## src/rtl/fp_div_norm_round.sv

```systemverilog
// ---------------------------------------------------------------------------
// fp_div_norm_round
//   Post-divider normalize / round / pack stage of the FP divide path.
//   Takes the fixed-point quotient {q,f} from the mantissa divider plus the
//   sign and tentative biased exponent from unpack. It normalizes one bit per
//   cycle, rounds to nearest-even, and packs an IEEE-754 binary32 result.
//   Overflow saturates to infinity and underflow flushes to zero (no
//   denormals). Divide-by-zero produces infinity.
//
// Ports
//   clk        rising-edge clock
//   arst       asynchronous active-high reset
//   start      request, sampled only in IDLE
//   sign_in    result sign (sign_a ^ sign_b)
//   exp_in     signed biased exponent (ea - eb + bias), EXP_W+2 bits
//   z_in       quotient: integer part [2W-1:W], fraction [W-1:0]
//   dbz_in     divide-by-zero flag from the divider
//   result     packed {sign, exp, frac}, registered
//   overflow   result forced to infinity by exponent overflow
//   underflow  result flushed to zero by exponent underflow
//   done       result valid; high only in DONE
// ---------------------------------------------------------------------------
module fp_div_norm_round #(
    parameter int WIDTH = 24,
    parameter int EXP_W = 8
) (
    input  logic                   clk,
    input  logic                   arst,
    input  logic                   start,
    input  logic                   sign_in,
    input  logic [EXP_W+1:0]       exp_in,
    input  logic [2*WIDTH-1:0]     z_in,
    input  logic                   dbz_in,
    output logic [EXP_W+WIDTH-1:0] result,
    output logic                   overflow,
    output logic                   underflow,
    output logic                   done
);

    localparam int ZW = 2 * WIDTH;
    // Three extra exponent bits: sign plus headroom so 2W shifts never wrap.
    localparam int XW = EXP_W + 3;

    localparam logic signed [XW-1:0] EXP_ONE  = XW'(1);
    localparam logic signed [XW-1:0] EXP_ZERO = '0;
    localparam logic signed [XW-1:0] EXP_MAX  = XW'((1 << EXP_W) - 1);

    typedef enum logic [2:0] {
        S_IDLE,
        S_NORM,
        S_ROUND,
        S_PACK,
        S_DONE
    } state_t;

    state_t                 r_state;
    state_t                 w_next;
    logic [ZW-1:0]          r_z;
    logic signed [XW-1:0]   r_exp;
    logic                   r_sign;
    logic                   r_sticky;
    logic                   r_dbz;
    logic [WIDTH-2:0]       r_frac;
    logic [EXP_W+WIDTH-1:0] r_result;
    logic                   r_overflow;
    logic                   r_underflow;

    logic                   w_z_zero;
    logic                   w_hi_nz;
    logic                   w_round_up;
    logic [WIDTH:0]         w_mant_sum;

    assign w_z_zero = (r_z == '0);
    // Any set bit above the hidden-bit position means a right shift is due.
    assign w_hi_nz  = |r_z[ZW-1:WIDTH+1];

    // Mantissa is z[W:1]; z[0] is the guard bit. Ties go to even, but any
    // bit lost to a right shift (sticky) breaks the tie upward.
    assign w_round_up = r_z[0] & (r_sticky | r_z[1]);
    assign w_mant_sum = {1'b0, r_z[WIDTH:1]} + {{WIDTH{1'b0}}, w_round_up};

    // -----------------------------------------------------------------------
    // Next-state logic
    // -----------------------------------------------------------------------
    always_comb begin
        // NOTE: default assigned first so no path leaves w_next unassigned,
        // which would otherwise infer a latch.
        w_next = r_state;
        unique case (r_state)
            S_IDLE:  if (start) w_next = S_NORM;
            S_NORM: begin
                if (r_dbz || w_z_zero)               w_next = S_PACK;
                else if (!w_hi_nz && r_z[WIDTH])     w_next = S_ROUND;
            end
            S_ROUND: w_next = S_PACK;
            S_PACK:  w_next = S_DONE;
            S_DONE:  if (!start) w_next = S_IDLE;
            default: w_next = S_IDLE;
        endcase
    end

    // -----------------------------------------------------------------------
    // State register
    // -----------------------------------------------------------------------
    always_ff @(posedge clk or posedge arst) begin
        if (arst) r_state <= S_IDLE;
        else      r_state <= w_next;
    end

    // -----------------------------------------------------------------------
    // Datapath: normalize, round, pack
    // -----------------------------------------------------------------------
    always_ff @(posedge clk or posedge arst) begin
        // NOTE: sequential state uses non-blocking assignments so every
        // register samples pre-edge values regardless of statement order.
        if (arst) begin
            r_z         <= '0;
            r_exp       <= '0;
            r_sign      <= 1'b0;
            r_sticky    <= 1'b0;
            r_dbz       <= 1'b0;
            r_frac      <= '0;
            r_result    <= '0;
            r_overflow  <= 1'b0;
            r_underflow <= 1'b0;
        end else begin
            unique case (r_state)
                S_IDLE: begin
                    if (start) begin
                        r_z      <= z_in;
                        r_exp    <= XW'($signed(exp_in));
                        r_sign   <= sign_in;
                        r_dbz    <= dbz_in;
                        r_sticky <= 1'b0;
                    end
                end
                S_NORM: begin
                    if (r_dbz || w_z_zero) begin
                        // Special operand: nothing to normalize.
                    end else if (w_hi_nz) begin
                        r_z      <= r_z >> 1;
                        r_sticky <= r_sticky | r_z[0];
                        r_exp    <= r_exp + EXP_ONE;
                    end else if (!r_z[WIDTH]) begin
                        r_z   <= r_z << 1;
                        r_exp <= r_exp - EXP_ONE;
                    end
                end
                S_ROUND: begin
                    // On carry-out the sum is exactly 2^W, so its low bits
                    // are already the zero fraction of the next binade.
                    r_frac <= w_mant_sum[WIDTH-2:0];
                    if (w_mant_sum[WIDTH]) r_exp <= r_exp + EXP_ONE;
                end
                S_PACK: begin
                    r_overflow  <= 1'b0;
                    r_underflow <= 1'b0;
                    if (r_dbz) begin
                        r_result <= {r_sign, {EXP_W{1'b1}}, {(WIDTH-1){1'b0}}};
                    end else if (w_z_zero) begin
                        r_result <= {r_sign, {(EXP_W+WIDTH-1){1'b0}}};
                    end else if (r_exp >= EXP_MAX) begin
                        r_result   <= {r_sign, {EXP_W{1'b1}}, {(WIDTH-1){1'b0}}};
                        r_overflow <= 1'b1;
                    end else if (r_exp <= EXP_ZERO) begin
                        r_result    <= {r_sign, {(EXP_W+WIDTH-1){1'b0}}};
                        r_underflow <= 1'b1;
                    end else begin
                        r_result <= {r_sign, r_exp[EXP_W-1:0], r_frac};
                    end
                end
                default: ;
            endcase
        end
    end

    assign result    = r_result;
    assign overflow  = r_overflow;
    assign underflow = r_underflow;
    assign done      = (r_state == S_DONE);

endmodule

```

## config.mk

```make
export PLATFORM = sky130hd
export DESIGN_NAME = fp_div_norm_round
export DESIGN_NICKNAME = d
export VERILOG_FILES = /design/src/rtl/fp_div_norm_round.sv
export SDC_FILE = /design/constraint.sdc
export NUM_CORES = 1
export LEC_CHECK = 0
export BUFFER_PORTS_ARGS = -buffer_cell sky130_fd_sc_hd__buf_4
export CORE_MARGIN = 5
export CORE_UTILIZATION = 40
export DETAILED_ROUTE_END_ITERATION = 8
export HOLD_SLACK_MARGIN = 0.05
export PLACE_DENSITY = 0.61
export SKIP_LAST_GASP = 1
export SYNTH_ARGS = -nofsm -noshare
export SYNTH_HDL_FRONTEND = slang
export SYNTH_SLANG_ARGS = --single-unit
```

## constraint.sdc

```tcl
create_clock -name clk -period 4.5 [get_ports clk]
set_clock_uncertainty 0.1 [all_clocks]
set_input_delay 1.35 -clock clk [delete_from_list [all_inputs] [get_ports clk]]
set_output_delay 1.35 -clock clk [all_outputs]
set_load 0.02 [all_outputs]
```

---- After elaboration in Yosys (flattened, before gate mapping) ----
Cells that the tools add are included.
W data, S select, Z words.
word-level totals
  register bits after elaboration ......... 122
  bits in latches ......................... 0
  memory bits (writable) .................. 0
  memory bits (read-only) ................. 0
  input bits .............................. 63
  output and inout bits ................... 35
  logic and storage cells ................. 75
  memories ................................ 0
operators by class
  add/subtract/negate cells ............... 3
  multipliers ............................. 0
  div/mod/pow operators ................... 0
  magnitude comparators ................... 2
  equal/unequal tests ..................... 11
  shift-type cells ........................ 0
  muxes and demuxes ....................... 31
  bitwise logic cells ..................... 3
  reductions and logical operators ........ 14
operators by type and width
  cell                     count
  $mux W48                 4
  $mux W31                 4
  $pmux W48 S2             1
  $mux W11                 5
  $logic_not A48 Y1        1
  $pmux W11 S3             1
  $add A24 B1 Y25          1
  $reduce_or A23 Y1        1
  $pmux W3 S5              1
  $mux W3                  4
  $add A11 B2 Y11 const B  1
  $ge A11 B9 Y1 const B    1
  $le A11 B1 Y1 const B    1
  $sub A11 B2 Y11 const B  1
  $mux W1                  10
  $ne A2 B2 Y1 const B     5
  $reduce_and A4 Y1        2
  $eq A3 B2 Y1 const B     2
  $ne A3 B3 Y1 const B     2
  $reduce_and A3 Y1        2
  $reduce_and A5 Y1        1
  $eq A3 B1 Y1 const B     1
  $eq A3 B3 Y1 const B     1
  $logic_not A3 Y1         1
  9 further kinds          10

---- Longest topological paths before layout ----
Gate-level depths: netlist of the first run.
  depth in word-level cells ............... 6
  mapped depth ............................ 9
  gate-level depth less buffers ........... 8

---- Least setup slack after synthesis of the first run ----
No wires, ideal clock.
  path kind ............................... input to register
  start ................................... input port start
  end ..................................... register r_z[10]
  setup time .............................. 125 ps
  arrival ................................. 2,772 ps
  required time ........................... 4,275 ps
  setup slack ............................. 1,503 ps
  stages .................................. 5
  buffers on the path ..................... 1
  cells stage by stage .................... nor4b_2 -> o31ai_1 -> a21oi_2 -> buf_4 -> mux2_2
on the way
  longest elaborated chain between the ends .. 2
ends and longest elaborated chain
  element                      RTL line  RTL
  start: declaration           29        input logic start,
  $ne A2 B2 Y1 (no line)       -
  $reduce_and A4 Y1 (no line)  -
  end signal: assignment       130       r_z <= z_in;
  end signal: assignment       141       r_z <= r_z >> 1;
  end signal: assignment       145       r_z <= r_z << 1;
  end: declaration             58        logic [ZW-1:0] r_z;
Every way passes these cells.
A chain may end at the register's enable or synchronous reset.

---- Final worst setup path of the first run ----
  start ................................... register r_state[0]
  end ..................................... register r_z[26]
on the way
  longest elaborated chain between the ends .. 3
  elaborated cells between the ends (all ways) .. 8
  classes of those cells .................. eq/ne: 4; mux: 1; reduce/logical: 3
ends and longest elaborated chain
  element                                           RTL line  RTL
  start: declaration                                56        state_t r_state;
  start signal: assignment                          107       else r_state <= w_next;
  $eq A3 B1 Y1 or $logic_not A3 Y1 (tied branches)  127       unique case (r_state)
  $ne A3 B3 Y1 (no line) (tied with other cells)    -
  $reduce_and A4 Y1 (no line)                       -
Several ways; a longest one is shown, not always the timed one.

==> results of run 1 <==
metal layers:
layer  track usage  up-vias
met1         0.245     2654
met3        0.0415       20
li1              -     2757
met2         0.267      211
met4        0.0576        0
met5             0        -
path summary, 6_finish.rpt:
check / startpoint / endpoint / slack (ns) / depth (start not counted)
worst min-delay path: r_sign$_DFFE_PP0P_ / result[31]$_DFFE_PP0P_ / 0.37 / 2
worst max register to register: r_state[0]$_DFFE_PP0P_ / r_z[26]$_DFFE_PP0P_ / 1.11 / 8
worst max-delay path: r_state[0]$_DFFE_PP0P_ / r_z[26]$_DFFE_PP0P_ / 1.11 / 8
min in group asynchronous: arst / r_sign$_DFFE_PP0P_ / 0.87 / 2
worst min register to register: r_sign$_DFFE_PP0P_ / result[31]$_DFFE_PP0P_ / 0.37 / 2
max in group asynchronous: arst / r_frac[22]$_DFFE_PP0P_ / 2.55 / 3
sequential cells by signal (all words and copies together), names as in the netlist:
name	flops
overflow	1
r_dbz	1
r_exp	11
r_frac	23
r_sign	1
r_state	3
r_sticky	1
r_z	48
result	32
underflow	1
worst max-delay path, stage by stage (launching register included):
cell	delay, ns
dfrtp_1	0.56
or3b_1	0.88
nor2_1	0.46
nor2_1	0.12
a21oi_4	0.11
buf_4	0.43
buf_4	0.37
nor2_1	0.08
a31oi_1	0.16
final cells by class:
cell class / instances / area (µm²)
clock buffer: 19 / 453
clock inverter: 13 / 143
fill: 1542 / 8390
inverter: 10 / 41.3
multi-input combinational: 538 / 3360
sequential: 122 / 3050
tap: 220 / 275
timing repair buffer: 107 / 816
synthesized netlist by cell type (4+ instances only):
library cell	number
buf_4	4
and4_1	5
o2bb2ai_1	4
o31ai_1	4
nor4_2	4
mux2i_1	5
xnor2_1	15
nand2_1	111
xor2_1	16
o21ai_0	35
nor3_1	10
buf_2	19
a22o_1	23
nand3b_1	24
clkbuf_1	38
a222oi_1	5
nand2b_1	5
or3_1	4
nand4_1	6
a21oi_1	15
mux2_2	29
nand3_1	17
dfrtp_1	122
inv_1	10
a31oi_1	49
nor2_1	84
and2_1	5
nor4_1	8
o21bai_1	6
and3_1	4
through the flow:
step | instance area (µm²) | worst slack (ns) | std cells | hold WS [ns]
2_1_floorplan | 6740 | 1.50 | 736 | 0.335
3_3_place_gp | 7540 | 1.21 | 997 | 0.370
4_1_cts | 8140 | 1.12 | 1029 | 0.379
5_1_grt | 8140 | 0.815 | 1029 | 0.400
6_report | 8140 | 1.11 | 1029 | 0.370
3_5_place_dp | 7540 | 1.16 | 997 | 0.363
power by group through the flow:
stage	Sequential (µW)	Combinational (µW)	Clock (µW)
global placement	2300	2680	0
CTS	2320	2770	1390
detailed placement	2340	2760	0
floorplan	2140	2190	0
global route	2430	3060	1440
finish	2330	2750	1360
kinds of logic (layout without fill, tap and decap cells):
logic type | Yosys count | after routing
simple gates | 306 | 306
compound gates | 164 | 164
flops | 122 | 122
buf+inv | 76 | 149
mux | 34 | 34
xor+xnor | 31 | 31
fa+ha+maj | 3 | 3
placed cells by master, fill, tap and decap left out, types with 17 or more instances in the layout:
master | Yosys | final
o21ai_0 | 35 | 35
mux2_2 | 29 | 29
nand2_1 | 111 | 111
a31oi_1 | 49 | 49
clkbuf_16 | 0 | 17
a22o_1 | 23 | 23
dfrtp_1 | 122 | 122
nand3b_1 | 24 | 24
nor2_1 | 84 | 83
buf_4 | 4 | 106
nand3_1 | 17 | 17
==> impl_metrics.toml, run 1 <==
[power]
switching_share = 0.419
p_leak_uw = 0.00350
finalPower_uw = 6440
pwr-share-comb = 0.427
powerDensity_nw_per_um2 = 792
p_seq_frac = 0.361
p_int_uw = 3740
vdd.ir_drop.worst_mv = 0.318
p_switching_uw = 2700
power_frac_clock = 0.211

[route]
highest_layer = "met4"
drt_iter0_drc = 465
wl_met3_um = 1070
route.antenna.remaining_nets = 0
routed_wl_um = 16900
vias_per_cell = 5.48
wl_met1_um = 7870
dr_wl_met2_um = 7800
routedWlPerCell_um = 16.4
firstDrtPassIters = 5
vias = 5642
drc = 0

[critical_path]
timing_worst_setup_path_type = "register to register"
required_ns = 4.73
critPathCaptureType = "register"
crit_fanout = 42
crit_arrival_ns = 3.62
start_kind = "register"

[timing]
rsz0062_at_grt = "false"
fin_tns_setup_ns = 0
worstMarginPinSlew_ns = 1.20
hold_viol_final = 0
finalSetupViolCount = 0
relSlewSlack = 0.197
slew_viol_final = 0
fin_crit_sh = 0.753
layout_min_cycle_time_ns = 3.39
fmax_mhz = 295

[clock_tree]
clk_latency_ns = 0.42
numCtsBuffers = 17
tritoncts = "built"
cts_setup_buffers = 0
cts_hold_buf = 0
cts_resized = 0
cts.clk_slew.worst_paths_ns = 0.06
cts_sinks = 122
cts_buffer_depth = 2
cts_max_level = 4
cts-root-buf = "clkbuf_16"

[synth]
ys_top_cells_by_area = "dfrtp_1 (45%), nand2_1 (6.2%), mux2_2 (4.9%)"
synth.area.mux_share = 0.0559
synth_top_area_share = 0.453
synth_top_cell_by_area = "dfrtp_1"
ys_seq_area_frac = 0.453
synth_nets = 802
ys.flop_type = "dfrtp_1"
avgSynthCellArea_um2 = 9.15
synth-compound-area-share = 0.166
synthCells = 736
post_synth_num_cell_types = 66
yosysWarningCount = 0
synthArstFlopShare = 1.00
synth-edff-count = 0
synth_seq_cells = 122
synth_top_family_by_area = "simple AND/OR/NAND/NOR gates"
syn_area_um2 = 6730
synth-simple-area-share = 0.228
synth-xor-area-share = 0.0403
yosys.area_share.adder = 0.00558

[floorplanning]
core-area_um2 = 16500
die_area_um2 = 19500
die_y_um = 140
pin_count = 98
dieWidth_um = 140
row_count = 47
start_util = 0.407

[status]
outcome = "finished, final reports clean"

[flow_run]
drv_cap = 0

[layout]
final_layout_size_suffix_gt1_frac = 0.232
final_util = 0.492
insertedDiodeCount = 0
fin_nets = 862
area_growth_pct = 20.9

[place]
dpl.hpwl_um = 11900
portBuffers = 97
gp_congestion = 0.890

[global_route]
grt_usage = 0.175
grt_max_degree = 78
grt_pass1_wl_um = 28200
overflow = 0
grt_pass1_vias = 5593
antenna_found_initial = 0

[worst_hold_path]
hold_class = "register to register"
Note: power is estimated with default switching activity, not from simulation.
==> run 2: changes to the inputs <==
==> constraint.sdc (replaced) <==
create_clock -name clk -period 3.1 [get_ports clk]
set_clock_uncertainty 0.1 [all_clocks]
set_input_delay 0.93 -clock clk [delete_from_list [all_inputs] [get_ports clk]]
set_output_delay 0.93 -clock clk [all_outputs]
set_load 0.02 [all_outputs]
==> impl_metrics.toml, run 2 (synthesis gave the netlist of run 1 again) <==
[critical_path]
crit_arrival_ns = 3.12
r2r_slack_ns = 0.21
timing_worst_setup_path_type = "register to register"
r2r_start = "r_state[2]$_DFFE_PP0P_"
start_kind = "register"
required_ns = 3.33
crit_fanout = 42
rr_worst_depth = 7
r2r-end = "r_z[35]$_DFFE_PP0P_"
critPathCaptureType = "register"

[layout]
layout_common_cells = "dfrtp_1 (122), buf_4 (118), nand2_1 (111)"
fin_nets = 874
final_common_cell = "dfrtp_1"
area_growth_pct = 22.8
final_layout_size_suffix_gt1_frac = 0.244
insertedDiodeCount = 0
fillers = 1476
regMostFlops = "r_z"
final_util = 0.500
largest_reg_flops = 48

[route]
route.antenna.remaining_nets = 0
firstDrtPassIters = 5
drc = 0
vias_per_cell = 5.57
drt_iter0_drc = 426
routedWlPerCell_um = 16.3
vias = 5798
routed_wl_um = 17000

[clock_tree]
cts_setup_buffers = 0
cts.clk_slew.worst_paths_ns = 0.06
cts_max_level = 4
cts_buffer_depth = 2
clk_latency_ns = 0.41
cts_resized = 0
tritoncts = "built"
cts-root-buf = "clkbuf_16"
cts_sinks = 122
numCtsBuffers = 17
cts_hold_buf = 0

[timing]
fin_crit_sh = 0.933
slew_viol_final = 0
worstMarginPinSlew_ns = 1.23
setup_ws_ns = 0.208
rsz0062_at_grt = "false"
relSlewSlack = 0.181
layout_min_cycle_time_ns = 2.89
finalSetupViolCount = 0
hold_viol_final = 0
fmax_mhz = 346

[floorplanning]
pin_count = 98
dieWidth_um = 140
core-area_um2 = 16500
start_util = 0.407
die_y_um = 140
row_count = 47
die_area_um2 = 19500

[place]
place_ws_ns = -0.143
gp_congestion = 0.851
portBuffers = 97
dpl.hpwl_um = 11800

[worst_hold_path]
whs_endpoint = "result[31]$_DFFE_PP0P_"
hold_path_depth = 2
hold_class = "register to register"
hold_start = "r_sign$_DFFE_PP0P_"

[power]
vdd.ir_drop.worst_mv = 0.434
powerDensity_nw_per_um2 = 1160
p_leak_uw = 0.00358

[status]
outcome = "finished, final reports clean"

[global_route]
grt_max_degree = 123
grt_pass1_wl_um = 28200
grt_usage = 0.175
antenna_found_initial = 0
grt_pass1_vias = 5670
overflow = 0

[flow_run]
drv_cap = 0
## run 2: cell types whose count changed in the layout (fill, tap and decap cells not counted), sizes merged
cell	previous run	this run
buf	107	119
inv	11	14
bufinv	2	4
clkbuf	19	17
clkinvlp	3	1
clkinv	7	6
## run 2: how the worst max path moves through the flow
stage	startpoint	end	slack (ns)
floorplan	start	r_z[10]$_DFFE_PP0P_	0.52
global placement	start	r_z[32]$_DFFE_PP0P_	-0.09
detailed placement	start	r_z[34]$_DFFE_PP0P_	-0.14
CTS	r_state[2]$_DFFE_PP0P_	r_z[34]$_DFFE_PP0P_	0.23
global route	r_state[2]$_DFFE_PP0P_	r_z[35]$_DFFE_PP0P_	0.04
finish	r_state[2]$_DFFE_PP0P_	r_z[35]$_DFFE_PP0P_	0.21
## run 2: critical path, cell delays in order (launching register included)
cell     delay [ns]
dfrtp_1        0.49
or3b_1         0.48
nor2_1         0.15
nor2_1         0.09
a21oi_4        0.92
buf_4          0.36
nor2_1         0.06
a31oi_1        0.16
## run 2: area by class of cell
class                      count  area, µm²  share of cell area
multi-input combinational    538       3360               0.406
sequential                   122       3050               0.369
timing repair buffer         119        906               0.110
clock buffer                  17        425              0.0514
tap                          220        275              0.0333
clock inverter                15        213              0.0257
inverter                      10       41.3             0.00499
## run 2: through the flow
stage / power [µW] / hold slack [ns] / instance area [µm²] / setup TNS (ns) / instances
floorplan: 6290 / 0.335 / 6740 / 0 / 736
global placement: 7320 / 0.347 / 7630 / -1.76 / 1009
detailed placement: 7480 / 0.355 / 7630 / -2.68 / 1009
CTS: 9650 / 0.371 / 8270 / 0 / 1041
global route: 10300 / 0.404 / 8270 / 0 / 1041
finish: 9600 / 0.366 / 8270 / 0 / 1041
## run 2: power by group
part | switching, µW | internal (µW) | leakage [µW]
logic | 2280 | 1880 | 0.00180
clock network | 775 | 1360 | 0.000313
registers | 893 | 2400 | 0.00147
## run 2: per-layer routing
layer  vias to the layer above  share of wire  GRT usage
li1                       2782              -          -
met1                      2811           0.46      0.240
met2                       184           0.46      0.266
met3                        21          0.057     0.0381
met4                         0          0.020     0.0775
met5                         -              0          0
